`src/rtl/serializer_pkg.sv`:
```
// serializer_pkg: FSM state encodings and word geometry shared by the word serializer
package serializer_pkg;
  localparam logic [7:0] IDLE = 8'd0;
  localparam logic [7:0] SEND = 8'd1;
  localparam int BYTES_PER_WORD = 4;
  localparam int WORD_W = 32;
endpackage

```
`src/rtl/sync_fifo.sv`:
```
// sync_fifo: count-based synchronous FIFO; ports clk, reset, push/data_in, pop/data_out, full, empty
module sync_fifo #(
  parameter int WIDTH = 32,
  parameter int DEPTH = 2
) (
  input  logic             clk,
  input  logic             reset,
  input  logic             push,
  input  logic [WIDTH-1:0] data_in,
  input  logic             pop,
  output logic [WIDTH-1:0] data_out,
  output logic             full,
  output logic             empty
);
  localparam int AW = $clog2(DEPTH);
  logic [WIDTH-1:0] mem [DEPTH];
  logic [AW-1:0] wr_ptr, rd_ptr;
  logic [AW:0] count;
  logic wr, rd;
  assign full = count == (AW+1)'(DEPTH);
  assign empty = count == '0;
  assign wr = push && (!full || pop);
  assign rd = pop && !empty;
  assign data_out = mem[rd_ptr];
  always_ff @(posedge clk) begin
    if (reset) begin
      wr_ptr <= '0;
      rd_ptr <= '0;
      count <= '0;
    end else begin
      if (wr) wr_ptr <= wr_ptr + 1'b1;
      if (rd) rd_ptr <= rd_ptr + 1'b1;
      count <= count + (AW+1)'(wr) - (AW+1)'(rd);
    end
  end
  always_ff @(posedge clk)
    if (wr) mem[wr_ptr] <= data_in;
endmodule

```
`src/rtl/word_serializer.sv`:
```
// word_serializer: buffers 32-bit words on in_valid rising edges and emits them LSB byte first over out_byte/out_valid/out_ready; busy, sticky overflow
module word_serializer
  import serializer_pkg::*;
#(
  parameter int FIFO_DEPTH = 2
) (
  input  logic        clk,
  input  logic        reset,
  input  logic [31:0] in1,
  input  logic        in_valid,
  output logic [7:0]  out_byte,
  output logic        out_valid,
  input  logic        out_ready,
  output logic        busy,
  output logic        overflow
);
  logic in_valid_q, push, pop, full, empty, last;
  logic [7:0] state;
  logic [WORD_W-1:0] shift, fifo_out;
  logic [1:0] idx;
  sync_fifo #(.WIDTH(WORD_W), .DEPTH(FIFO_DEPTH)) fifo (
    .clk(clk),
    .reset(reset),
    .push(push),
    .data_in(in1),
    .pop(pop),
    .data_out(fifo_out),
    .full(full),
    .empty(empty)
  );
  assign push = in_valid && !in_valid_q;
  assign last = idx == 2'(BYTES_PER_WORD - 1);
  // reload on the last accepted byte keeps the byte stream free of bubbles
  assign pop = !empty && (state == IDLE || (state == SEND && out_ready && last));
  assign out_valid = state == SEND;
  assign out_byte = out_valid ? shift[7:0] : '0;
  assign busy = !empty || state != IDLE;
  always_ff @(posedge clk) begin
    if (reset) begin
      state <= IDLE;
      shift <= '0;
      idx <= '0;
      in_valid_q <= 1'b0;
      overflow <= 1'b0;
    end else begin
      in_valid_q <= in_valid;
      if (push && full && !pop) overflow <= 1'b1;
      if (pop) begin
        shift <= fifo_out;
        idx <= '0;
        state <= SEND;
      end else if (state == SEND && out_ready) begin
        if (last) state <= IDLE;
        else begin
          shift <= shift >> 8;
          idx <= idx + 1'b1;
        end
      end
    end
  end
endmodule

```
`config.mk`:
```
export PLATFORM = sky130hd
export DESIGN_NAME = word_serializer
export DESIGN_NICKNAME = d
export VERILOG_FILES = /design/src/rtl/serializer_pkg.sv /design/src/rtl/sync_fifo.sv /design/src/rtl/word_serializer.sv
export SDC_FILE = /design/constraint.sdc
export NUM_CORES = 1
export LEC_CHECK = 0
export BUFFER_PORTS_ARGS = -buffer_cell sky130_fd_sc_hd__clkbuf_2
export CORE_ASPECT_RATIO = 0.75
export CORE_MARGIN = 2
export CORE_UTILIZATION = 35
export DETAILED_ROUTE_END_ITERATION = 7
export GPL_TIMING_DRIVEN = 0
export PLACE_DENSITY_LB_ADDON = 0.15
export SLEW_MARGIN = 15
export SYNTH_ARGS = -nofsm -noshare
export SYNTH_HDL_FRONTEND = slang
export SYNTH_SLANG_ARGS = --single-unit
export TNS_END_PERCENT = 100
```
`constraint.sdc`:
```
create_clock -name clk -period 7.25 [get_ports clk]
set_input_delay 0.3625 -clock clk [delete_from_list [all_inputs] [get_ports clk]]
set_output_delay 0.3625 -clock clk [all_outputs]
set_load 0.03 [all_outputs]
```
Yosys cells after proc, flatten, opt, wreduce, memory -nomap -nowiden
Memory sizes are Yosys's and may differ from the RTL's. A register that Yosys moved wholly into a read port is not among the register bits.
Index checks and enable logic that the tools add are counted.
- output and inout bits: 11
- memories: 1
- word-level logic and storage cells: 52
- input bits: 36
- RAM bits: 64
- register bits after elaboration: 41
- memory list (memory ; depth ; width ; read ports ; clocked after memory_dff ; write ports ; line ; source):
    fifo.mem ; 2 ; 32 ; 1 ; 1 ; 1 ; sync_fifo.sv:16 ; logic [WIDTH-1:0] mem [DEPTH];
- muxes and demuxes: 11
- $add $sub $neg: 5
- equal/unequal tests: 3
- reductions and logical operators: 23
- bitwise logic cells: 1
- operator list (kind ; count):
    32-bit two-way mux ; 3
    1-bit logical AND ; 8
    8-bit logical NOT ; 1
    8-bit two-way mux ; 1
    1-bit two-way mux ; 7
    2-bit AND reduction ; 3
    2-bit equality test (second input constant) ; 2
    1-bit logical NOT ; 4
    2-bit nonzero test ; 2
    1-bit logical OR ; 3
    1-bit adder (second input constant) ; 2
    2-bit by 1-bit adder with 2-bit output ; 1
    2-bit by 1-bit adder with 2-bit output (second input constant) ; 1
    2-bit logical NOT ; 1
    2-bit by 1-bit != test with 1-bit output (second input constant) ; 1
    2-bit OR reduction ; 1
    2-bit by 1-bit subtractor with 2-bit output ; 1
    1-bit NOT ; 1

Logic depth before layout (Yosys ltp)
- word-level depth: 8
- depth in mapped cells: 11
- depth with buffers taken out: 9

Hierarchy
Synthesis repeated with hierarchy kept, for this count alone.
- cells, all modules: 294
- area total of the unflattened synthesis: 4324.1 um^2
- by module, submodules not included (module ; cells each ; seq. area each (um^2) ; times used ; area an instance (um^2)):
    sync_fifo ; 127 ; 2021.9 ; 1 ; 2577.5
    word_serializer ; 167 ; 740.7 ; 1 ; 1746.7

Worst setup path before layout
OpenSTA, ideal clock, no wires.
- path kind: register to register
- start: reg state[0]
- end: mem fifo.mem[0][0], enable pin
- cell stages (with the launch flop): 5
- library setup time: 425 ps
- path buffers: 1
- data required time: 6825 ps
- path slack: 4161 ps
- clock period less this slack: 3089 ps
- arrival: 2664 ps
- cell sequence: dfxtp_1 -> buf_2 -> a21boi_2 -> a311oi_2 -> nor2b_1
- cells in the longest elaborated chain, start to end: 8
- elaborated cells between the ends (all ways): 9
- classes of those cells: mux: 2; reduce/logical: 7
- RTL lines (item ; line ; source):
    from (decl) ; word_serializer.sv:18 ; logic [7:0] state;
    from (signal assigned) ; word_serializer.sv:40 ; state <= IDLE;
    from (signal assigned) ; word_serializer.sv:51 ; state <= SEND;
    from (signal assigned) ; word_serializer.sv:53 ; if (last) state <= IDLE;
    parallel branches: the longest is 2 deep, another holds 8-bit logical NOT ; n/a ;
    1-bit logical OR (*) ; word_serializer.sv:34 ; assign pop = !empty && (state == IDLE || (state == SEND && out_ready && last));
    1-bit logical AND (*) ; word_serializer.sv:34 ;
    1-bit logical OR (*) ; sync_fifo.sv:22 ; assign wr = push && (!full || pop);
    1-bit logical AND (*) ; sync_fifo.sv:22 ;
    1-bit two-way mux (*) ; sync_fifo.sv:37 ; if (wr) mem[wr_ptr] <= data_in;
    1-bit two-way mux (implied by the code) (*) ; sync_fifo.sv:37 ;
    to (decl) ; sync_fifo.sv:16 ;
Every way passes the cells marked *.

Worst setup path after layout
- start: reg idx[0]
- end: mem fifo.mem[0][26], enable pin
- cells in the longest elaborated chain, start to end: 8
- RTL lines (item ; line ; source):
    from (decl) ; word_serializer.sv:20 ; logic [1:0] idx;
    from (signal assigned) ; word_serializer.sv:56 ; idx <= idx + 1'b1;
    2-bit equality test ; word_serializer.sv:32 ; assign last = idx == 2'(BYTES_PER_WORD - 1);
    1-bit logical AND ; word_serializer.sv:34 ;
    1-bit logical OR ; word_serializer.sv:34 ;
    1-bit logical AND ; word_serializer.sv:34 ;
    1-bit logical OR ; sync_fifo.sv:22 ;
    1-bit logical AND ; sync_fifo.sv:22 ;
    1-bit two-way mux ; sync_fifo.sv:37 ;
    1-bit two-way mux (implied by the code) ; sync_fifo.sv:37 ;
Every way passes these cells.

==> results.json <==
{
  "rsz0062_at_grt": "false",
  "finalCritPeriodShare_pct": 31.53,
  "synth_cells": 293,
  "switching_share_pct": 30.78,
  "cts_setup_buffers": 0,
  "p_int_mw": 1.263,
  "crit_path_start_kind": "register",
  "async_reset_ff_share_pct": 0,
  "cts_sinks": 106,
  "yosysTopAreaCellShare_pct": 47.10,
  "initial_core_util_pct": 35.52,
  "drt-total-wl_um": 7962,
  "synth_compound_area_share_pct": 11.10,
  "grt_usage_pct": 13.46,
  "cp-startpoint": "idx[0]",
  "wl_met1_um": 3955,
  "met3_length_um": 315,
  "grt_pass1_vias": 2425,
  "area_growth_pct": 19.41,
  "viasPerCell": 4.930,
  "peakVddDrop_uv": 164.2,
  "top_layer_used": "met4",
  "ctsHoldBuffers": 0,
  "drive_gt1_share_pct": 26.33,
  "cpMaxStageDelayCell": "nor2b_4",
  "die_area_um2": 12550,
  "slowest_delay_ns": 0.56,
  "antenna_found_initial": 0,
  "p_per_area_nw_per_um2": 374.5,
  "maxCapViolations": 0,
  "finalHoldViolations": 0,
  "status": "finished, final reports clean",
  "ys.flop_type": "edfxtp_1",
  "syn_area_um2": 4080,
  "die_w_um": 128.7,
  "gr-total-overflow": 0,
  "synth_area_leaders": "edfxtp_1 47%, dfxtp_1 21%, mux2i_1 6.1%",
  "hold_end": "fifo.mem[0][26]",
  "syn_nets": 332,
  "dp_hpwl_um": 5696,
  "ys_warn_count": 0,
  "antenna_cells": 0,
  "crit_path_cell_trace": "ha_1, buf_4, a21boi_2, a311oi_2, nor2b_4, buf_16",
  "design_area_um2": 4872,
  "gp_congestion": 0.7133,
  "min_path_type": "input port to register",
  "vias": 2470,
  "h-tree-depth": 3,
  "synth_largest_area_cell": "edfxtp_1",
  "r2r_setup_slack_ns": 4.96,
  "hold-path-cell-count": 1,
  "drt-initial-drc-count": 108,
  "ys_top_cells_by_count": "64 x edfxtp_1, 42 x dfxtp_1, 27 x nor3_1",
  "leakagePower_nw": 1.835,
  "slew_headroom_pct": 63.98,
  "clock_latency_ns": 0.34,
  "clockBufferDepth": 2,
  "synth_seq_cells": 106,
  "synth_edf_count": 64,
  "path_max_fanout": 18,
  "num_io_pins": 47,
  "synthAdderAreaFrac_pct": 0.9200,
  "worst-r2r-cell-count": 6,
  "fmax_mhz": 437.4,
  "numCtsBuffers": 9,
  "core_um2": 11490,
  "p_clk_share_pct": 27.8,
  "worstReg2RegStart": "idx[0]",
  "r2r_end": "fifo.mem[0][26]",
  "switchingPower_uw": 561.6,
  "die_y_um": 97.51,
  "dpl-instance-area_um2": 4554,
  "skew_ns": 0.006684,
  "ant_nets": 0,
  "arrival_ns": 2.34,
  "root_buffer": "clkbuf_16",
  "max_slew.worst_pin.slew_ns": 0.5391,
  "num-nets-final": 391,
  "synth_mux_area_share_pct": 8.341,
  "routedWlPerCell_um": 15.89,
  "cp.required_ns": 7.30,
  "first_pass_iters": 4,
  "synth_top_family_by_area": "compound AO/OA/AOI/OAI gates",
  "yosys.area_share.xor_xnor_pct": 1.073,
  "critPathCaptureType": "register",
  "period_needed_ns": 2.286,
  "routed-wl-met2_um": 3582,
  "synth_cell_types": 29,
  "setup_viol": 0,
  "final.setup.tns_ns": 0,
  "seqPwrFrac_pct": 44.1,
  "grt_pass1_wl_um": 12560,
  "grt_max_degree": 19,
  "cts_resized": 0,
  "drv_slew": 0,
  "core.rowCount": 34,
  "drc": 0,
  "p_comb_share_pct": 28.1,
  "avgSynthCellArea_um2": 13.93,
  "synth_most_common_cell": "edfxtp_1",
  "cts_tree": "built",
  "yosysSeqAreaShare_pct": 67.71,
  "min_from": "in1[26]",
  "crit_type": "register to register",
  "clkTransAtPathRegs_ns": 0.07,
  "synth-simple-area-share_pct": 7.636,
  "port_buffers": 46
}
==> through the flow <==
stage,worst slack (ns),hold WS (ns),utilization [%],power [mW],cells
finish,4.964,0.2049,42.42,1.825,501
global route,4.738,0.1873,42.42,1.931,501
floorplan,4.161,0.4411,-,1.189,293
global placement,3.123,0.4543,39.10,1.318,483
CTS,4.920,0.1909,42.42,1.845,501
detailed placement,4.929,0.4601,39.65,1.336,485
==> cell usage in the layout, fill, tap and decap left out, drive strengths merged <==
| master | n |
|---|---|
| mux2i | 25 |
| xnor2 | 3 |
| a22oi | 8 |
| and2b | 1 |
| a21oi | 24 |
| bufinv | 1 |
| nor2b | 3 |
| a41oi | 1 |
| inv | 8 |
| and2 | 9 |
| a21boi | 1 |
| clkbuf | 60 |
| nand2 | 2 |
| dfxtp | 42 |
| nor2 | 19 |
| buf | 19 |
| a311oi | 1 |
| edfxtp | 64 |
| nor3 | 27 |
| clkinvlp | 1 |
| xor2 | 2 |
| mux2 | 8 |
| o32ai | 1 |
| ha | 3 |
| a22o | 24 |
==> how the worst max path moves through the flow <==
stage | endpoint | slack (ns) | depth (start not counted)
detailed placement | fifo.mem[0][21] | 4.93 | 6
floorplan | fifo.mem[0][0] | 4.16 | 4
finish | fifo.mem[0][26] | 4.96 | 6
CTS | fifo.mem[0][22] | 4.92 | 6
global placement | fifo.mem[0][21] | 3.12 | 5
global route | fifo.mem[0][9] | 4.74 | 6
==> power by group through the flow <==
| stage | registers [mW] | logic [mW] | clock network (mW) |
|---|---|---|---|
| after floorplan | 0.804 | 0.386 | 0 |
| after global placement | 0.817 | 0.501 | 0 |
| after CTS | 0.804 | 0.521 | 0.521 |
| after global routing | 0.814 | 0.571 | 0.547 |
| final | 0.805 | 0.514 | 0.506 |
| after detailed placement | 0.818 | 0.519 | 0 |
==> kinds of logic after synthesis <==
group | after synthesis
flops | 106
simple gates | 61
compound gates | 60
mux | 33
buf+inv | 25
xor+xnor | 5
fa+ha+maj | 3
==> metal layers <==
metal	up-vias	global-route usage [%]
met5	-	0
met4	0	5.017
met3	7	4.405
met2	54	19.98
met1	1186	18.31
li1	1223	-
==> flip-flops by register name, indices dropped and copies added, names as in the netlist, named ones only <==
register,count
fifo.count,2
fifo.mem,64
fifo.rd_ptr,1
fifo.wr_ptr,1
idx,2
in_valid_q,1
overflow,1
shift,32
state,1
==> worst max-delay path: cells and delay by family, from the launching register on <==
family	cells	cell delay [ns]
simple gates	1	0.56
compound gates	2	0.52
buf+inv	2	0.40
flops	1	0.35
fa+ha+maj	1	0.15
==> final cells by class <==
class                   instances  area, um2
inverters                       4      15.01
repair buffers                 48      285.3
multi-input cells             162       1195
fillers                      1084       6614
clock inverters                 6      67.56
well taps                     144      180.2
plain buffers                  21      116.4
clock buffers                  10      250.2
flip-flops and latches        106       2763
Power figures use the tool's default switching activity.
